$ cat config.mk
export PLATFORM = sky130hd
export DESIGN_NAME = clk_div_bank
export DESIGN_NICKNAME = d
export VERILOG_FILES = /design/src/rtl/clk_div_bank.sv
export SDC_FILE = /design/constraint.sdc
export NUM_CORES = 1
export LEC_CHECK = 0
export ABC_AREA = 0
export CAP_MARGIN = 20
export CORE_UTILIZATION = 40
export DETAILED_ROUTE_END_ITERATION = 16
export DONT_BUFFER_PORTS = 1
export PLACE_DENSITY_LB_ADDON = 0.12
export RECOVER_POWER = 100
export SLEW_MARGIN = 10
export SYNTH_ARGS = -nofsm -noshare
export SYNTH_HDL_FRONTEND = slang
export SYNTH_SLANG_ARGS = --single-unit
$ cat constraint.sdc
create_clock -name clk -period 11.9 [get_ports clk]
set_clock_uncertainty 0.2 [all_clocks]
set_input_delay 1.785 -clock clk [delete_from_list [all_inputs] [get_ports clk]]
set_output_delay 1.785 -clock clk [all_outputs]
set_load 0.02 [all_outputs]
$ cat src/rtl/clk_div_bank.sv
// Multi-channel programmable divided-clock / tick generator with glitch-free half-period updates.
// Optional macro CLK_DIV_SYNC_EN adds a sync input that realigns all running channels.
module clk_div_bank #(
  parameter int NCH        = 4,
  parameter int CW         = 16,
  parameter int SW         = 2,
  parameter int DEFAULT_HP = 50000
) (
  input  logic           clk,
  input  logic           reset,
`ifdef CLK_DIV_SYNC_EN
  input  logic           sync,
`endif
  input  logic [NCH-1:0] en,
  input  logic           div_wr,
  input  logic [SW-1:0]  div_sel,
  input  logic [CW-1:0]  div_data,
  output logic [NCH-1:0] clk_out,
  output logic [NCH-1:0] tick,
  output logic [NCH-1:0] div_pend
);

  localparam logic [CW-1:0] HP_RST = CW'(DEFAULT_HP);
  localparam logic [SW:0]   NCH_L  = (SW+1)'(NCH);

  logic wr_ok;
  logic sync_w;

  assign wr_ok = div_wr && ({1'b0, div_sel} < NCH_L);

`ifdef CLK_DIV_SYNC_EN
  assign sync_w = sync;
`else
  assign sync_w = 1'b0;
`endif

  for (genvar i = 0; i < NCH; i++) begin : g_ch
    logic [CW-1:0] cnt_q, cnt_d;
    logic [CW-1:0] hp_q, hp_d;
    logic [CW-1:0] pend_val_q, pend_val_d;
    logic [CW-1:0] hp_m1;
    logic          pend_q, pend_d;
    logic          clk_q, clk_d;
    logic          tick_q, tick_d;
    logic          wr_hit, wrap, sync_hit;

    // A half-period of 0 behaves as 1, so the wrap point never underflows.
    assign hp_m1    = (hp_q == '0) ? '0 : hp_q - CW'(1);
    assign wr_hit   = wr_ok && (div_sel == SW'(i));
    assign wrap     = en[i] && (cnt_q == hp_m1);
    assign sync_hit = en[i] && sync_w;

    always_comb begin
      // NOTE: every next-state signal gets a default first so no branch can infer a latch.
      cnt_d      = cnt_q;
      hp_d       = hp_q;
      pend_val_d = pend_val_q;
      pend_d     = pend_q;
      clk_d      = clk_q;
      tick_d     = 1'b0;

      if (!en[i]) begin
        cnt_d = '0;
        clk_d = 1'b0;
        if (wr_hit) begin
          hp_d   = div_data;
          pend_d = 1'b0;
        end
      end else if (sync_hit || wrap) begin
        // Sync outranks a wrap: it forces low without a tick; either one is a safe apply point.
        cnt_d = '0;
        if (sync_hit) begin
          clk_d = 1'b0;
        end else begin
          clk_d  = ~clk_q;
          tick_d = ~clk_q;
        end
        if (wr_hit) begin
          hp_d   = div_data;
          pend_d = 1'b0;
        end else if (pend_q) begin
          hp_d   = pend_val_q;
          pend_d = 1'b0;
        end
      end else begin
        cnt_d = cnt_q + CW'(1);
        if (wr_hit) begin
          pend_val_d = div_data;
          pend_d     = 1'b1;
        end
      end
    end

    // NOTE: hp is a handful of per-channel flops, not a memory, so it is reset to a known default.
    always_ff @(posedge clk or posedge reset) begin
      if (reset) begin
        cnt_q      <= '0;
        hp_q       <= HP_RST;
        pend_val_q <= '0;
        pend_q     <= 1'b0;
        clk_q      <= 1'b0;
        tick_q     <= 1'b0;
      end else begin
        // NOTE: non-blocking assignments keep every flop sampling pre-edge values.
        cnt_q      <= cnt_d;
        hp_q       <= hp_d;
        pend_val_q <= pend_val_d;
        pend_q     <= pend_d;
        clk_q      <= clk_d;
        tick_q     <= tick_d;
      end
    end

    assign clk_out[i]  = clk_q;
    assign tick[i]     = tick_q;
    assign div_pend[i] = pend_q;
  end

endmodule

* Yosys cells after proc, flatten, opt, wreduce, memory -nomap -nowiden *
Index checks and enable logic that the tools add are counted.

cells by class
  add/subtract/negate cells = 8
  equality and inequality tests = 15
  mux-type cells = 64
  bitwise operators = 8
  reductions and logical operators = 33

operators by type and width
  kind                   number
  $mux 16                32
  $add 16x1->16 const B  4
  $eq 16x16->1           4
  $logic_not 16->1       4
  $sub 16x1->16 const B  4
  $mux 1                 32
  $reduce_and 3->1       8
  $reduce_bool 2->1      8
  $ne 3x3->1 const B     4
  $logic_and 1x1->1      8
  $ne 2x1->1 const B     4
  $not 1->1              8
  $reduce_and 2->1       4
  $eq 2x2->1 const B     2
  $eq 2x1->1 const B     1
  $logic_not 2->1        1

word-level totals
  register bits = 204
  input bits = 25
  output and inout bits = 12
  word-level logic and storage cells = 152

* Longest topological paths before layout *
  depth in word-level cells = 6
  mapped depth = 13
  mapped depth without buffers = 10

* Least setup slack after synthesis *
Ideal clock, no wire load.

  path type = flip-flop to flip-flop
  start = register g_ch[1].hp_q[0]
  end = register g_ch[1].pend_val_q[0]
  setup time = 0.125 ns
  arrival time = 3.617 ns
  data required time = 11.575 ns
  setup slack = 7.958 ns
  stages on the path, launching flop included = 14
  path buffers = 3
  clock period less this slack = 3.942 ns
  path through = dfrtp_1 inv_1 ha_1 or3b_1 clkbuf_1 or4_1 clkbuf_1 or4_1 o41ai_1 o32ai_1 o41ai_4 nor2_2 buf_6 mux2_4

on the way
  longest elaborated chain between the ends = 6
  elaborated cells between the ends (all ways) = 7
  classes of those cells = add/sub (1); eq/ne (1); mux (1); bitwise (1); reduce/logical (3)

ends and longest elaborated chain
  element                                            line  RTL
  start, declared                                    39    logic [CW-1:0] hp_q, hp_d;
  start signal, assigned                             106   hp_q <= hp_d;
  $sub 16x1->16 or $logic_not 16->1 (tied branches)  48    assign hp_m1 = (hp_q == '0) ? '0 : hp_q - CW'(1);
  $mux 16 *                                          48
  $eq 16x16->1 *                                     50    assign wrap = en[i] && (cnt_q == hp_m1);
  $logic_and 1x1->1 *                                50
  $not 1->1 (no line) *                              n/a
  $reduce_and 3->1 (no line) *                       n/a
  end signal, assigned                               107   pend_val_q <= pend_val_d;
  end, declared                                      40    logic [CW-1:0] pend_val_q, pend_val_d;

Every way passes the cells marked *; elsewhere a longest branch is shown, timed or not.
A chain may end at the register's enable or synchronous reset.

* Worst setup path after layout *
  start = register g_ch[3].hp_q[0]
  end = register g_ch[3].pend_val_q[3]

on the way
  longest elaborated chain between the ends = 6
  elaborated cells between the ends (all ways) = 7
  classes of those cells = add/sub (1); eq/ne (1); mux (1); bitwise (1); reduce/logical (3)

ends and longest elaborated chain
  element                                            line
  start, declared                                    39
  start signal, assigned                             106
  $sub 16x1->16 or $logic_not 16->1 (tied branches)  48
  $mux 16 *                                          48
  $eq 16x16->1 *                                     50
  $logic_and 1x1->1 *                                50
  $not 1->1 (no line) *                              n/a
  $reduce_and 3->1 (no line) *                       n/a
  end signal, assigned                               107
  end, declared                                      40

Marked as above.

==> results_dict.tcl <==
set metrics [dict create \
    worstPathCellList "inv_1 -> ha_1 -> or3b_2 -> nor4_2 -> a211oi_1 -> a211oi_1 -> nand4_1 -> o41ai_1 -> clkbuf_1 -> nor2_1 -> clkbuf_1 -> mux2_2" \
    routedWlPerCell_microns 19.34 \
    tightest_slew_ps 5728 \
    core_sq_um 31470 \
    synth_top_area_share_pct 35.26 \
    p_sw_mw 0.6618 \
    synthTopCellsByCount "180 x dfrtp_1, 114 x nor2_1, 113 x nand2_1" \
    die_h_microns 180.7 \
    yosysTopAreaCell "dfrtp_1" \
    power_density_nw_per_um2 156.2 \
    crit_path_max_incr_delay_ps 1590 \
    crit_buf_inv 3 \
    drtPass1Iterations 5 \
    max_freq_mhz 156.2 \
    synth_edf_count 0 \
    r2r_slack_ps 5500 \
    fin_ws_ps 5500 \
    root_buffer "clkbuf_16" \
    final.setup.tns_ps 0 \
    min_path_type "flop to flop" \
    slew_headroom_pct -283.9 \
    required_ps 12130 \
    hold_depth 1 \
    cts.sinks 204 \
    ctsHoldBuffers 0 \
    crit_fanout 36 \
    startpoint "g_ch[3].hp_q[0]" \
    die_area_sq_um 32660 \
    layout-drive-gt1-share_pct 11.93 \
    clock_latency_ps 550 \
    start_util_pct 40.59 \
    path_class "flop to flop" \
    synthToLayoutAreaGrowth_pct 6.679 \
    maxSlewViolCount 224 \
    fin_nets 1330 \
    ys_seq_area_share_pct 40.19 \
    crit_family "compound AO/OA/AOI/OAI gates" \
    die_x_microns 180.7 \
    worstHoldEndpoint "g_ch[1].pend_val_q[8]" \
    fin_crit_sh_pct 53.78 \
    crit_arrival_ps 6630 \
    grt_pass1_vias 9787 \
    drc_errors 0 \
    p_leak_nw 5.271 \
    h-tree-depth 1 \
    cpMaxStageDelayCell "o41ai_1" \
    yosysMostFrequentCell "dfrtp_1" \
    fin_crit_ps 6400 \
    violations "max-capacitance violations, max-slew violations" \
    reg2regPathDepth 12 \
    hpwl_microns 22340 \
    row_count 65 \
    syn_inst 1369 \
    boundaryPins 37 \
    vias 10090 \
    clock_power_share_pct 36.5 \
    ctsLongestPathBuffers 3 \
    internal_power_mw 1.467 \
    cts_setup_buffers 0 \
    track_usage_pct 20.69 \
    synth_area_leaders "dfrtp_1 35%, dfstp_2 4.9%, mux2i_1 3.8%" \
    swShare_pct 31.09 \
    finish.utilization_pct 43.30 \
    crit_path_end_kind "flop" \
    seqPwrFrac_pct 44.4 \
    post_drt_via_cell_ratio 5.867 \
    tritoncts "built" \
    rsz0062_at_grt "false" \
    place_congestion 0.9177 \
    critPathLaunchType "flop" \
    synth_nets 1402 \
    drtIter0Drc 780 \
    async_reset_ff_share_pct 100.0 \
    wl_microns 33240 \
    yosysWarnings 0 \
    status "complete, but fails checks" \
    clk_pin_slew_ps 60 \
    pre_cts_slack_ps 7263 \
    reg2reg_to "g_ch[3].pend_val_q[3]" \
    antenna_found_initial 0 \
    comb_power_share_pct 19.0 \
    cts_buffers 25 \
    grt_pass1_wl_microns 55050 \
    overflow 0 \
    io_buffers 0 \
    syn_area_sq_um 12780 \
    cts_resized 0 \
    antenna_left 0 \
    min-delay-start "g_ch[1].pend_val_q[8]" \
    synthFlopType "dfrtp_1" \
    cap_violations 5 \
    avgSynthCellArea_sq_um 9.332 \
    setup_viol_count_final 0 \
    hold_viol 0 \
    synth_seq_cells 204 \
    peakVddDrop_mv 0.1035 \
    timing.rr.start "g_ch[3].hp_q[0]" \
    grt_max_degree 126 \
    ys_types 82 \
]
[cell type report]
| cell class | instances | area, sq um |
|---|---|---|
| Fill cell | 3027 | 17840 |
| Sequential cell | 204 | 5135 |
| Inverter | 41 | 155.1 |
| Timing Repair Buffer | 13 | 92.59 |
| Clock buffer | 32 | 671.9 |
| Multi-Input combinational cell | 1012 | 6909 |
| Clock inverter | 14 | 160.2 |
| Antenna cell | 1 | 2.502 |
| Tap cell | 402 | 503.0 |
[sequential cells by signal (all words and copies together) (netlist names)]
name	cells
g_ch.hp_q	64
g_ch.pend_q	4
g_ch.tick_q	4
g_ch.clk_q	4
g_ch.cnt_q	64
g_ch.pend_val_q	64
[power groups by stage]
stage	Sequential (mW)	Clock [mW]	Combinational [mW]
after floorplan	0.872	0	0.400
after global placement	0.952	0	0.408
after detailed placement	0.954	0	0.412
after CTS	0.944	0.804	0.413
after global routing	0.967	0.826	0.456
final	0.945	0.778	0.405
[metal layers]
metal | routed length (microns) | vias to the layer above | track usage [%] | share of wire, %
met3 | 1286 | 58 | 2.842 | 3.9
li1 | - | 4887 | - | -
met4 | 924 | 0 | 6.393 | 2.8
met5 | 0 | - | 0 | 0
met2 | 14800 | 198 | 32.08 | 45
met1 | 16230 | 4943 | 29.77 | 49
[cell families (layout without fill, tap and decap cells)]
| group | count (synthesis) | after routing | synth area share [%] |
|---|---|---|---|
| buffers and inverters | 153 | 100 | 5.142 |
| multiplexers | 101 | 101 | 8.716 |
| adder cells (fa/ha/maj) | 8 | 8 | 0.7835 |
| XOR/XNOR | 102 | 102 | 7.325 |
| AND/OR/NAND/NOR | 555 | 555 | 23.37 |
| flip-flops | 204 | 204 | 40.19 |
| AO/OA/AOI/OAI | 246 | 246 | 14.47 |
| other | 0 | 1 | 0 |
[cell usage in the layout (no fill, tap or decap), types with 5 or more instances in the layout]
cell type,n
mux2_1,5
buf_4,5
clkbuf_1,11
nor4_1,30
mux2i_1,49
o31ai_1,10
dfstp_2,24
a211oi_1,23
or4_1,20
a31oi_1,18
o2bb2ai_1,16
clkbuf_16,25
a32oi_1,17
nand2_1,113
nor3b_1,22
nand2b_1,12
xor2_1,47
nor2_1,114
dfrtp_1,180
a21oi_1,54
o41ai_1,9
nor2b_1,6
nor3_1,29
inv_1,40
nand4b_1,5
and3_1,27
o2111ai_1,5
ha_1,8
or3b_2,5
nand3b_1,20
clkinv_2,7
or2_2,8
or3_1,19
o221a_2,16
o21ai_0,22
and4_1,10
mux2_2,46
xnor2_1,52
nand4_1,24
nand3_1,66
[worst max path at each step]
stage | end | cells after the start | slack, ps
2_1_floorplan | g_ch[0].clk_q | 1 | 4390
3_3_place_gp | g_ch[1].pend_val_q[15] | 10 | 7320
3_5_place_dp | g_ch[3].pend_val_q[9] | 12 | 7260
4_1_cts | g_ch[3].pend_val_q[11] | 12 | 7240
5_1_grt | g_ch[1].hp_q[9] | 3 | 4660
6_report | g_ch[3].pend_val_q[3] | 12 | 5500
[per-stage QoR]
stage	area [sq um]	power, mW	std cells	hold WS (ps)
floorplan	12780	1.272	1369	240.8
global placement	12890	1.360	1670	270.3
detailed placement	12890	1.366	1670	274.0
CTS	13720	2.161	1716	288.3
global route	13630	2.248	1718	295.9
finish	13630	2.128	1719	286.1
No activity file was read; power rests on OpenSTA's default activity.
